[src/rtl/axis_stream_checker_pkg.sv]
// Shared types for the AXI-Stream sink checker: ready-pattern modes and ready FSM states.
package axis_stream_checker_pkg;

   typedef enum logic [1:0] {
      READY_ALWAYS = 2'd0,
      READY_PULSED = 2'd1,
      READY_NEVER  = 2'd2
   } ready_mode_t;

   typedef enum logic [1:0] {
      ST_IDLE  = 2'd0,
      ST_HIGH  = 2'd1,
      ST_LOW   = 2'd2,
      ST_STALL = 2'd3
   } ready_state_t;

endpackage

[src/rtl/axis_ready_gen.sv]
// tready pattern generator: always / pulsed high-low / never, registered output.
module axis_ready_gen
   import axis_stream_checker_pkg::*;
#(
   parameter int unsigned TIME_WIDTH = 16
) (
   input  logic                  clk,
   input  logic                  resetn,
   input  logic                  enable,
   input  logic [1:0]            mode,
   input  logic [TIME_WIDTH-1:0] cfg_high_time,
   input  logic [TIME_WIDTH-1:0] cfg_low_time,
   output logic                  ready
);

   ready_state_t          state, state_next;
   logic [TIME_WIDTH-1:0] cnt, cnt_next;
   logic [TIME_WIDTH-1:0] high_end;

   always_ff @(posedge clk or negedge resetn) begin
      if (!resetn) begin
         state <= ST_IDLE;
         cnt   <= '0;
      end else begin
         state <= state_next;
         cnt   <= cnt_next;
      end
   end

   // A zero high time behaves as one cycle.
   assign high_end = (cfg_high_time == '0) ? '0 : cfg_high_time - TIME_WIDTH'(1);

   always_comb begin
      state_next = state;
      cnt_next   = cnt;
      if (!enable) begin
         state_next = ST_IDLE;
         cnt_next   = '0;
      end else begin
         case (state)
            ST_IDLE: begin
               cnt_next   = '0;
               state_next = (ready_mode_t'(mode) == READY_NEVER) ? ST_STALL : ST_HIGH;
            end
            ST_HIGH: begin
               if (ready_mode_t'(mode) == READY_PULSED && cfg_low_time != '0) begin
                  if (cnt >= high_end) begin
                     state_next = ST_LOW;
                     cnt_next   = '0;
                  end else begin
                     cnt_next = cnt + TIME_WIDTH'(1);
                  end
               end
            end
            ST_LOW: begin
               if (cfg_low_time == '0 || cnt >= cfg_low_time - TIME_WIDTH'(1)) begin
                  state_next = ST_HIGH;
                  cnt_next   = '0;
               end else begin
                  cnt_next = cnt + TIME_WIDTH'(1);
               end
            end
            ST_STALL: state_next = ST_STALL;
            default:  state_next = ST_IDLE;
         endcase
      end
   end

   assign ready = (state == ST_HIGH);

endmodule

[config.mk]
export PLATFORM = sky130hd
export DESIGN_NAME = axis_ready_gen
export DESIGN_NICKNAME = d
export VERILOG_FILES = /design/src/rtl/axis_stream_checker_pkg.sv /design/src/rtl/axis_ready_gen.sv
export SDC_FILE = /design/constraint.sdc
export NUM_CORES = 1
export LEC_CHECK = 0
export CORE_ASPECT_RATIO = 1.5
export CORE_UTILIZATION = 53
export CTS_CLUSTER_DIAMETER = 50
export DETAILED_ROUTE_END_ITERATION = 7
export GPL_TIMING_DRIVEN = 0
export PLACE_DENSITY = 0.79
export SLEW_MARGIN = 10
export SYNTH_ARGS = -nofsm -noshare
export SYNTH_HDL_FRONTEND = slang
export SYNTH_SLANG_ARGS = --single-unit
[constraint.sdc]
create_clock -name clk -period 2.5 [get_ports clk]
set_input_delay 0.75 -clock clk [delete_from_list [all_inputs] [get_ports clk]]
set_output_delay 0.75 -clock clk [all_outputs]
set_load 0.005 [all_outputs]
==> impl_metrics.py <==
metrics = {
    "final_layout": {
        "seqCellArea_um2": 450,
        "stdcell_count": 420,
        "multiInputGateArea_um2": 2310,
        "mostFrequentLayoutCell": "nand2_1",
        "area_delta_synth_final_pct": 45.0,
        "post-route-util_pct": 82.2,
        "final_cell_mix": "35 x nand2_1, 34 x ha_1, 30 x buf_4",
        "stdcell_area_um2": 3550,
        "nets": 454,
        "nFillCells": 261,
        "drive_above_1_share_pct": 34.0,
        "n_antenna_cell": 0,
    },
    "floorplanning": {
        "dieArea_um2": 4900,
        "core_um2": 4320,
        "io_pins": 38,
        "floorplan.initialDensity_pct": 56.7,
        "num_rows": 29,
        "chipHeight_um": 85.2,
        "die_w_um": 57.5,
    },
    "setup_path": {
        "required_ps": 2680,
        "crit_fanout": 5,
        "r2r_cells": 10,
        "critPathBufInv": 2,
        "cp-start-kind": "primary input",
        "end_kind": "flop",
        "max_stage_delay_ps": 410,
        "path_delay_family": "simple AND/OR/NAND/NOR gates",
        "worst-endpoint-arrival_ps": 3810,
        "crit_chain": "dlygate4sd2_1 -> nor4_4 -> nand2_2 -> nor4_2 -> xor2_1 -> nand2_2 -> ha_4 -> a21oi_1 -> o21ai_1 -> nor4_4 -> nand3_4 -> a31oi_4 -> buf_2 -> nand3_2 -> nand3_1",
        "cp.depth": 15,
        "cp_slowest_cell": "nor4_4",
        "path_class": "in2reg",
    },
    "timing": {
        "skew_ps": 7.73,
        "worst_slack_ps": -1130,
        "final-setup-viol-count": 18,
        "final_max_slew_viol_count": 0,
        "rsz0062_at_grt": "yes",
        "relSlewSlack_pct": 35.9,
        "finalSetupTns_ps": -18930,
        "finalCriticalPeriod_ps": 3630,
        "worst_hold_slack_ps": 611,
        "worstMarginPinSlew_ps": 961,
        "post-route-period-util_pct": 145,
        "hold_viol_final": 0,
        "max_freq_ghz": 0.276,
    },
    "global_route": {
        "grt_pass1_wl_mm": 11.1,
        "met1_usage_pct": 28.6,
        "track_usage_pct": 28.9,
        "grt_pass1_vias": 2613,
        "grt_max_degree": 19,
        "grtUsageMet2_pct": 56.4,
        "overflow": 0,
        "grt_busiest_layer": "met2",
        "use_met3_pct": 0.915,
        "antenna_found_initial": 0,
    },
    "power_and_ir_drop": {
        "p_int_mw": 0.837,
        "p_sw_share_pct": 44.1,
        "irDropWorstVdd_v": 0.000259,
        "power_frac_comb_pct": 64.3,
        "power_density_nw_per_um2": 422,
        "p_clk_share_pct": 13.3,
        "p_switching_mw": 0.661,
        "p_leak_nw": 1.62,
        "seq_power_share_pct": 22.4,
        "p_total_mw": 1.50,
    },
    "drt": {
        "firstDrtPassIters": 8,
        "via_count": 2596,
        "drc": 4,
        "wire_per_inst_um": 17.5,
        "via_per_inst": 6.18,
        "drt_iter0_markers": 136,
        "drtAntennaViolNets": 0,
        "wl_mm": 7.34,
    },
    "min_path": {
        "worstHoldPathCells": 2,
        "hp-class": "reg2reg",
    },
    "clocking": {
        "numCtsBuffers": 3,
        "cts_root_buf": "clkbuf_8",
        "clock_path_buffers": 2,
        "clock_latency_ps": 250,
        "cts_tree": "yes",
        "clk_pin_slew_ps": 70,
        "htreeDepth": 1,
        "clkSinkCount": 18,
    },
    "logic_synthesis": {
        "synthFlopType": "dfrtp_1",
        "synth-edff-count": 0,
        "ys_ff_latch": 18,
        "ys_types": 52,
        "syn_inst": 298,
        "synth_nets": 376,
        "synth_warnings": 0,
        "syn_area_um2": 2450,
        "syn_area_per_cell_um2": 8.21,
        "synth-async-reset-ratio_pct": 100,
        "ys_seq_area_share_pct": 18.4,
    },
    "place": {
        "place.gp.congestion": 0.765,
        "place_area_um2": 2940,
        "numPortBuffers": 37,
        "hpwlAfterDp_mm": 4.76,
        "dpl.cell_count": 381,
        "dpl_worst_slack_ps": -1890,
    },
    "outcome": {
        "failed_checks": "DRC, setup timing",
        "status": "finished with violations",
    },
    "job": {
        "maxCapViolCount": 0,
    },
}
routing by layer:
metal / wire length (um) / part of all wire [%]
met1: 2520 / 34
met2: 4110 / 56
met3: 261 / 3.6
met4: 445 / 6.1
met5: 0 / 0
cell type report:
type	count	area share [%]
well taps	46	1.62
multi-input cells	267	65.1
flip-flops and latches	18	12.7
repair buffers	72	17.2
inverters	11	1.16
clock buffers	3	1.16
plain buffers	3	1.06
path summary, 6_finish.rpt:
path | slack [ps] | start | endpoint
setup / recovery | -1130 | cfg_high_time[0] | cnt[14]$_DFFE_PN0P_
hold / removal | 610 | cnt[1]$_DFFE_PN0P_ | cnt[1]$_DFFE_PN0P_
setup reg to reg | 30 | cnt[0]$_DFFE_PN0P_ | cnt[14]$_DFFE_PN0P_
hold reg to reg | 610 | cnt[1]$_DFFE_PN0P_ | cnt[1]$_DFFE_PN0P_
max in group asynchronous | 1060 | resetn | cnt[9]$_DFFE_PN0P_
min in group asynchronous | 950 | resetn | cnt[7]$_DFFE_PN0P_
repair_timing:
action | in CTS | in global routing
cloned | 2 | 0
setup buffers | 16 | 18
pin swaps | 37 | 34
hold buffers | 0 | 0
setup endpoints to repair | 18 | 19
resized for setup | 84 | 54
power by group through the flow:
stage,logic [mW],registers (mW),clock network [mW]
2_1_floorplan,0.457,0.335,0
3_3_place_gp,0.669,0.341,0
3_5_place_dp,0.686,0.341,0
4_1_cts,0.884,0.335,0.194
5_1_grt,1.02,0.339,0.211
6_report,0.963,0.336,0.199
synthesized netlist by cell type (all sizes together), types with 2 or more instances:
cell type,instances,share of area (%)
dfrtp,18,18
a21oi,11,2.2
buf,2,0.92
and3,8,2.0
nor4,11,4.2
a2111oi,2,0.97
nand2,44,7.4
and4,3,1.1
inv,11,1.7
xnor2,13,4.7
and2,3,0.87
xor2,21,7.5
o21a,2,0.61
nand4,6,2.0
nor4b,2,0.97
nor2,30,4.7
nand2b,5,1.3
a31oi,3,1.4
o31a,2,0.72
nor3,7,1.6
o21ai,12,2.5
ha,41,21
nand3,25,5.7
registers in the layout, summed over array words and instances (netlist names):
register  count
state         2
cnt          16
cell families after synthesis:
group / after synthesis / share of synthesized area (%)
compound gates: 41 / 11.9
xor+xnor: 34 / 12.2
fa+ha+maj: 41 / 21.0
buf+inv: 14 / 2.76
flops: 18 / 18.4
mux: 1 / 0.409
simple gates: 149 / 33.4
tightest hold or removal path, stage by stage (launching register included):
cell and delay [ps]:
dfrtp_1 440, nand2_1 70, nand2_1 60
(Power assumes the default switching activity.)
